File: src/rtl/bcd_disp_pkg.sv
// Shared types and active-high 7-segment patterns for the BCD display scanner.
package bcd_disp_pkg;

  typedef logic [3:0] bcd_digit_t;

  // Segment order is {g,f,e,d,c,b,a}; all patterns are active-high.
  localparam logic [6:0] SEG_0     = 7'h3F;
  localparam logic [6:0] SEG_1     = 7'h06;
  localparam logic [6:0] SEG_2     = 7'h5B;
  localparam logic [6:0] SEG_3     = 7'h4F;
  localparam logic [6:0] SEG_4     = 7'h66;
  localparam logic [6:0] SEG_5     = 7'h6D;
  localparam logic [6:0] SEG_6     = 7'h7D;
  localparam logic [6:0] SEG_7     = 7'h07;
  localparam logic [6:0] SEG_8     = 7'h7F;
  localparam logic [6:0] SEG_9     = 7'h6F;
  localparam logic [6:0] SEG_DASH  = 7'h40;
  localparam logic [6:0] SEG_BLANK = 7'h00;

  function automatic logic bcd_valid(input bcd_digit_t d);
    return d <= 4'd9;
  endfunction

endpackage

File: src/rtl/bcd_to_7seg.sv
// Combinational BCD to active-high 7-segment decoder; codes 10..15 show a dash.
module bcd_to_7seg
  import bcd_disp_pkg::*;
(
  input  bcd_digit_t  digit,
  output logic [6:0]  seg,
  output logic        invalid
);

  always_comb begin
    // NOTE: default every output first so no path through the case infers a latch.
    seg     = SEG_DASH;
    invalid = !bcd_valid(digit);
    case (digit)
      4'd0:    seg = SEG_0;
      4'd1:    seg = SEG_1;
      4'd2:    seg = SEG_2;
      4'd3:    seg = SEG_3;
      4'd4:    seg = SEG_4;
      4'd5:    seg = SEG_5;
      4'd6:    seg = SEG_6;
      4'd7:    seg = SEG_7;
      4'd8:    seg = SEG_8;
      4'd9:    seg = SEG_9;
      default: seg = SEG_DASH;
    endcase
  end

endmodule

File: src/rtl/bcd_display_scanner.sv
// Time-multiplexed 7-segment scanner with a per-scan snapshot of the BCD word.
// Optional build macro LEADING_ZERO_BLANK_EN blanks leading zero digits.
module bcd_display_scanner
  import bcd_disp_pkg::*;
#(
  parameter int NUM_DIGITS   = 4,
  parameter int REFRESH_DIV  = 1000,
  parameter int COMMON_ANODE = 0
) (
  input  logic                    clock,
  input  logic                    clear,
  input  logic                    enable,
  input  logic [4*NUM_DIGITS-1:0] bcd_in,
  output logic [6:0]              seg,
  output logic [NUM_DIGITS-1:0]   an,
  output logic                    digit_err
);

  localparam int PW = $clog2(REFRESH_DIV);
  localparam int IW = $clog2(NUM_DIGITS);
  localparam logic [PW-1:0] PRE_LAST = PW'(REFRESH_DIV - 1);
  localparam logic [IW-1:0] IDX_LAST = IW'(NUM_DIGITS - 1);
  localparam logic [6:0] SEG_OFF = (COMMON_ANODE != 0) ? ~SEG_BLANK : SEG_BLANK;
  localparam logic [NUM_DIGITS-1:0] AN_OFF = (COMMON_ANODE != 0) ? '1 : '0;

  logic [PW-1:0]           prescaler;
  logic [IW-1:0]           idx;
  logic [4*NUM_DIGITS-1:0] snapshot;
  logic                    snap_pending;
  logic                    tick;
  logic                    wrap;

  assign tick = enable && (prescaler == PRE_LAST);
  assign wrap = tick && (idx == IDX_LAST);

  always_ff @(posedge clock or posedge clear) begin
    if (clear) begin
      prescaler    <= '0;
      idx          <= '0;
      snapshot     <= '0;
      snap_pending <= 1'b1;
    end else begin
      // NOTE: sequential state uses non-blocking assignments so every register samples pre-edge values.
      if (enable) prescaler <= tick ? '0 : prescaler + 1'b1;
      if (tick)   idx       <= (idx == IDX_LAST) ? '0 : idx + 1'b1;
      if (snap_pending || wrap) snapshot <= bcd_in;
      snap_pending <= 1'b0;
    end
  end

  // The word being loaded this edge is shown straight away, so the first
  // digit after reset is never the stale all-zero snapshot.
  logic [4*NUM_DIGITS-1:0] src_word;
  bcd_digit_t              digits [NUM_DIGITS];
  bcd_digit_t              cur_digit;

  assign src_word = snap_pending ? bcd_in : snapshot;

  always_comb begin
    for (int k = 0; k < NUM_DIGITS; k++) digits[k] = src_word[4*k +: 4];
  end

  assign cur_digit = digits[idx];

  logic [6:0] dec_seg;
  logic       dec_invalid;

  bcd_to_7seg u_dec (
    .digit   (cur_digit),
    .seg     (dec_seg),
    .invalid (dec_invalid)
  );

  logic lz_blank;

`ifdef LEADING_ZERO_BLANK_EN
  logic upper_nonzero;

  always_comb begin
    upper_nonzero = 1'b0;
    for (int k = 0; k < NUM_DIGITS; k++) begin
      if (k >= int'(idx) && digits[k] != 4'd0) upper_nonzero = 1'b1;
    end
    lz_blank = (idx != '0) && !upper_nonzero;
  end
`else
  assign lz_blank = 1'b0;
`endif

  logic [NUM_DIGITS-1:0] an_next;
  logic [6:0]            seg_next;
  logic                  err_next;

  always_comb begin
    an_next  = AN_OFF;
    seg_next = SEG_OFF;
    err_next = 1'b0;
    if (enable && !lz_blank) begin
      an_next  = AN_OFF ^ (NUM_DIGITS'(1) << idx);
      seg_next = SEG_OFF ^ dec_seg;
      err_next = dec_invalid;
    end
  end

  always_ff @(posedge clock or posedge clear) begin
    if (clear) begin
      seg       <= SEG_OFF;
      an        <= AN_OFF;
      digit_err <= 1'b0;
    end else begin
      seg       <= seg_next;
      an        <= an_next;
      digit_err <= err_next;
    end
  end

endmodule
File: config.mk
export PLATFORM = sky130hd
export DESIGN_NAME = bcd_display_scanner
export DESIGN_NICKNAME = d
export VERILOG_FILES = /design/src/rtl/bcd_disp_pkg.sv /design/src/rtl/bcd_to_7seg.sv /design/src/rtl/bcd_display_scanner.sv
export SDC_FILE = /design/constraint.sdc
export NUM_CORES = 1
export LEC_CHECK = 0
export ABC_AREA = 1
export CAP_MARGIN = 20
export CORE_ASPECT_RATIO = 0.5
export CORE_UTILIZATION = 49
export DETAILED_ROUTE_END_ITERATION = 7
export PLACE_DENSITY = 0.8
export SETUP_SLACK_MARGIN = 0.3
export SYNTH_ARGS = -nofsm -noshare
export SYNTH_HDL_FRONTEND = slang
export SYNTH_HIERARCHICAL = 1
export SYNTH_SLANG_ARGS = --single-unit
File: constraint.sdc
create_clock -name clock -period 2.1 [get_ports clock]
set_input_delay 0.42 -clock clock [delete_from_list [all_inputs] [get_ports clock]]
set_output_delay 0.42 -clock clock [all_outputs]
set_load 0.01 [all_outputs]
==> impl_metrics.xml <==
<?xml version="1.0" encoding="UTF-8"?>
<metrics>
  <group name="logic_synthesis">
    <metric name="predominant_post_synthesis_flop_cell" unit="">sky130_fd_sc_hd__dfrtp_1</metric>
    <metric name="synth.distinct_cells" unit="">26</metric>
    <metric name="synth.cells.most_frequent" unit="">89 x sky130_fd_sc_hd__nand2_1, 40 x sky130_fd_sc_hd__dfrtp_1, 35 x sky130_fd_sc_hd__inv_1</metric>
    <metric name="synth_seq_cells" unit="">41</metric>
    <metric name="synth_area_per_inst" unit="um2">7.68</metric>
    <metric name="async_flop_share" unit="%">100</metric>
    <metric name="number_of_enable_type_register_cells_in_the_synthesized_netlist" unit="">0</metric>
    <metric name="synthDominantCellAreaShare" unit="%">43.7</metric>
    <metric name="ys_warn_count" unit="">6</metric>
    <metric name="yosys.area.top_type" unit="">sky130_fd_sc_hd__dfrtp_1</metric>
    <metric name="syn-instance-count" unit="">298</metric>
    <metric name="synthesis.area" unit="um2">2290</metric>
    <metric name="yosys-top-cells-area" unit="">sky130_fd_sc_hd__dfrtp_1 44%, sky130_fd_sc_hd__nand2_1 15%, sky130_fd_sc_hd__ha_1 6.0%</metric>
    <metric name="synth.yosys.seq_area_share" unit="%">44.9</metric>
    <metric name="most_frequent_cell_after_synthesis" unit="">sky130_fd_sc_hd__nand2_1</metric>
    <metric name="mappedNetlistNets" unit="">328</metric>
  </group>
  <group name="routing">
    <metric name="route.detailed.vias_per_inst" unit="">5.21</metric>
    <metric name="drc" unit="">0</metric>
    <metric name="wl_per_cell" unit="um">13.9</metric>
    <metric name="final_wirelength" unit="um">5580</metric>
    <metric name="drt_first_pass_iters" unit="">4</metric>
    <metric name="dr_total_vias" unit="">2094</metric>
    <metric name="postRouteAntennaNets" unit="">0</metric>
    <metric name="drt-initial-drc-count" unit="">132</metric>
  </group>
  <group name="worst_setup_path">
    <metric name="critPathBufInv" unit="">4</metric>
    <metric name="path_delay_family" unit="">flip-flops</metric>
    <metric name="endpoint_kind" unit="">register</metric>
    <metric name="worstPathArrival" unit="ps">2250</metric>
    <metric name="timing.critical_path.cells" unit="">buf_6, buf_6, o21ai_2, o22ai_1, nand2_1, nand2_2, inv_4, ha_4, nand2_4, nand2_2, nand2_1, nand2_1, nand2_1, inv_1</metric>
    <metric name="crit_slowest_cell" unit="">sky130_fd_sc_hd__dfstp_2</metric>
    <metric name="timing.critical_path.mode_cell" unit="">sky130_fd_sc_hd__nand2_1</metric>
    <metric name="setup.worst_path.start_class" unit="">register</metric>
    <metric name="critical_path.max_fanout" unit="">4</metric>
    <metric name="worst_path_max_stage_delay" unit="ps">620</metric>
    <metric name="kind_of_critical_path" unit="">reg2reg</metric>
    <metric name="crit_required" unit="ps">2300</metric>
  </group>
  <group name="timing">
    <metric name="fmax" unit="MHz">489</metric>
    <metric name="report.final.slew_viol_count" unit="">0</metric>
    <metric name="final_hold_viol_count" unit="">0</metric>
    <metric name="layout_min_cycle_time" unit="ps">2050</metric>
    <metric name="clock_skews" unit="ps">11.5</metric>
    <metric name="setup_viol_count_final" unit="">0</metric>
    <metric name="final_min_period_over_clock_period" unit="%">97.4</metric>
    <metric name="rsz0062_at_grt" unit="">yes</metric>
    <metric name="max_slew.worst_pin.slew" unit="ps">519</metric>
    <metric name="worst_slew_margin" unit="%">65.4</metric>
  </group>
  <group name="pwr">
    <metric name="ir_drop" unit="mV">0.317</metric>
    <metric name="leakagePower" unit="nW">1.57</metric>
    <metric name="total_power" unit="mW">2.19</metric>
    <metric name="power_per_cell_area" unit="nW/um2">733</metric>
  </group>
  <group name="global_routing">
    <metric name="track_usage" unit="%">22.8</metric>
    <metric name="grt-ovfl-total" unit="">0</metric>
    <metric name="grt_first_pass_wirelength" unit="um">8840</metric>
    <metric name="antenna_found_initial" unit="">0</metric>
    <metric name="number_of_global_route_vias_before_repair" unit="">1997</metric>
    <metric name="grt_start_max_net_pins" unit="">42</metric>
  </group>
  <group name="placed_design">
    <metric name="placed_area" unit="um2">2670</metric>
    <metric name="hpwl" unit="um">3420</metric>
    <metric name="globalplace.congestion" unit="">0.846</metric>
    <metric name="place_inst" unit="">383</metric>
    <metric name="io_buffer_count" unit="">30</metric>
  </group>
  <group name="clock_network">
    <metric name="cts.hold.buffers_added" unit="">0</metric>
    <metric name="clk_root_buffer_cell" unit="">sky130_fd_sc_hd__clkbuf_8</metric>
    <metric name="cts_tree" unit="">yes</metric>
    <metric name="number_of_cts_inserted_buffers" unit="">5</metric>
    <metric name="cts-root-to-sink-buffers" unit="">2</metric>
    <metric name="cts-htree-levels" unit="">2</metric>
    <metric name="clk_pin_slew_worst_paths" unit="ps">80</metric>
    <metric name="clock_insertion_delay_worst_skew" unit="ps">310</metric>
    <metric name="cts.sink_count" unit="">41</metric>
  </group>
  <group name="floorplan">
    <metric name="floorplan.rows" unit="">17</metric>
    <metric name="die_width" unit="um">98.6</metric>
    <metric name="core_area" unit="um2">4450</metric>
    <metric name="die_height" unit="um">50.3</metric>
    <metric name="number_of_top_level_design_ports" unit="">31</metric>
    <metric name="die_area" unit="um2">4960</metric>
    <metric name="initial_utilization" unit="%">51.5</metric>
  </group>
  <group name="flow_run">
    <metric name="cap_violations" unit="">0</metric>
  </group>
  <group name="outcome">
    <metric name="run_status" unit="">finished, final reports clean</metric>
  </group>
  <group name="finish">
    <metric name="share_of_cells_above_drive_strength_1" unit="%">20.3</metric>
    <metric name="final_instance_count_excl_fillers" unit="">402</metric>
    <metric name="postLayoutCoreUtil" unit="%">67.2</metric>
    <metric name="antenna_cells" unit="">0</metric>
    <metric name="syn2layout_area_growth" unit="%">30.5</metric>
    <metric name="postLayoutCellArea" unit="um2">2990</metric>
    <metric name="final_net_count" unit="">374</metric>
  </group>
  <group name="min_path">
    <metric name="timing.hold.worst.class" unit="">reg2reg</metric>
  </group>
</metrics>
[what timing repair did]
item | CTS | global route
hold endpoints to repair | 0 | 0
pin swaps | 8 | 9
endpoints found under the setup margin | 8 | 8
gates cloned | 0 | 0
gates resized for setup | 15 | 19
buffers inserted | 8 | 3
[area by class of cell]
type                    count  area [um2]
clock inverters             2        37.5
clock buffers               6        82.6
inverters                  38         158
flip-flops and latches     41        1030
well taps                  57        71.3
fillers                   323        1460
multi-input cells         210        1150
repair buffers             48         454
[metal layers]
layer	share of wire [%]	up-vias	track usage (%)
li1	-	1016	-
met1	44	988	28.1
met2	49	76	39.7
met3	4.7	14	5.85
met4	1.9	0	8.21
met5	0	-	0
[where the power goes]
| group | internal (mW) | leakage [nW] | switching (mW) |
|---|---|---|---|
| clock network | 0.387 | 0.0574 | 0.299 |
| logic | 0.228 | 1.01 | 0.288 |
| registers | 0.894 | 0.500 | 0.0939 |
| total | 1.51 | 1.57 | 0.681 |
[flip-flops by register name, summed over array words and instances, names as in the netlist]
signal / count
seg: 7
prescaler: 10
an: 4
digit_err: 1
snap_pending: 1
idx: 2
snapshot: 16
[worst min-delay path: cells and delay by family, from the launching register on]
family           cells  cell delay [ps]
AND/OR/NAND/NOR      2              140
flip-flops           1              350
[path summary, 6_finish.rpt]
check	cells after the start	endpoint	slack [ps]	start
min reg2reg	2	snapshot[12]	520	snapshot[12]
max	14	seg[3]	50	snap_pending
max in group asynchronous	3	snap_pending	1180	clear
min	2	snapshot[12]	520	snapshot[12]
min in group asynchronous	3	an[3]	540	clear
max reg2reg	14	seg[3]	50	snap_pending
[layout by cell type (no fill, tap or decap), types with 4 or more instances in the layout]
master / Yosys / final
sky130_fd_sc_hd__buf_6: 1 / 5
sky130_fd_sc_hd__nand2_1: 89 / 81
sky130_fd_sc_hd__o22ai_1: 8 / 7
sky130_fd_sc_hd__nor2_1: 29 / 29
sky130_fd_sc_hd__dfrtp_1: 40 / 40
sky130_fd_sc_hd__a21oi_1: 4 / 4
sky130_fd_sc_hd__inv_4: 1 / 4
sky130_fd_sc_hd__inv_1: 35 / 29
sky130_fd_sc_hd__o21ai_0: 22 / 17
sky130_fd_sc_hd__nand2_2: 11 / 17
sky130_fd_sc_hd__buf_4: 0 / 13
sky130_fd_sc_hd__clkbuf_8: 0 / 6
sky130_fd_sc_hd__ha_1: 11 / 6
sky130_fd_sc_hd__nand3_1: 24 / 23
sky130_fd_sc_hd__clkdlybuf4s50_1: 0 / 30
sky130_fd_sc_hd__nor3_1: 4 / 4
[kinds of logic (layout without fill, tap and decap cells)]
logic type / count (synthesis) / after routing / share of synthesized area [%]
other: 1 / 1 / 0.164
AND/OR/NAND/NOR: 163 / 163 / 31.6
flip-flops: 41 / 41 / 44.9
AO/OA/AOI/OAI: 35 / 35 / 8.20
buffers and inverters: 47 / 94 / 9.13
adder cells (fa/ha/maj): 11 / 11 / 6.01
[per-stage QoR]
step | setup TNS [ps] | hold slack, ps | setup slack, ps
3_3_place_gp | 0 | 488 | 41.2
6_report | 0 | 523 | 54.4
5_1_grt | -1.67 | 540 | -1.67
4_1_cts | 0 | 521 | 185
3_5_place_dp | -8.23 | 498 | -8.23
2_1_floorplan | 0 | 473 | 308
Power figures use the tool's default switching activity.
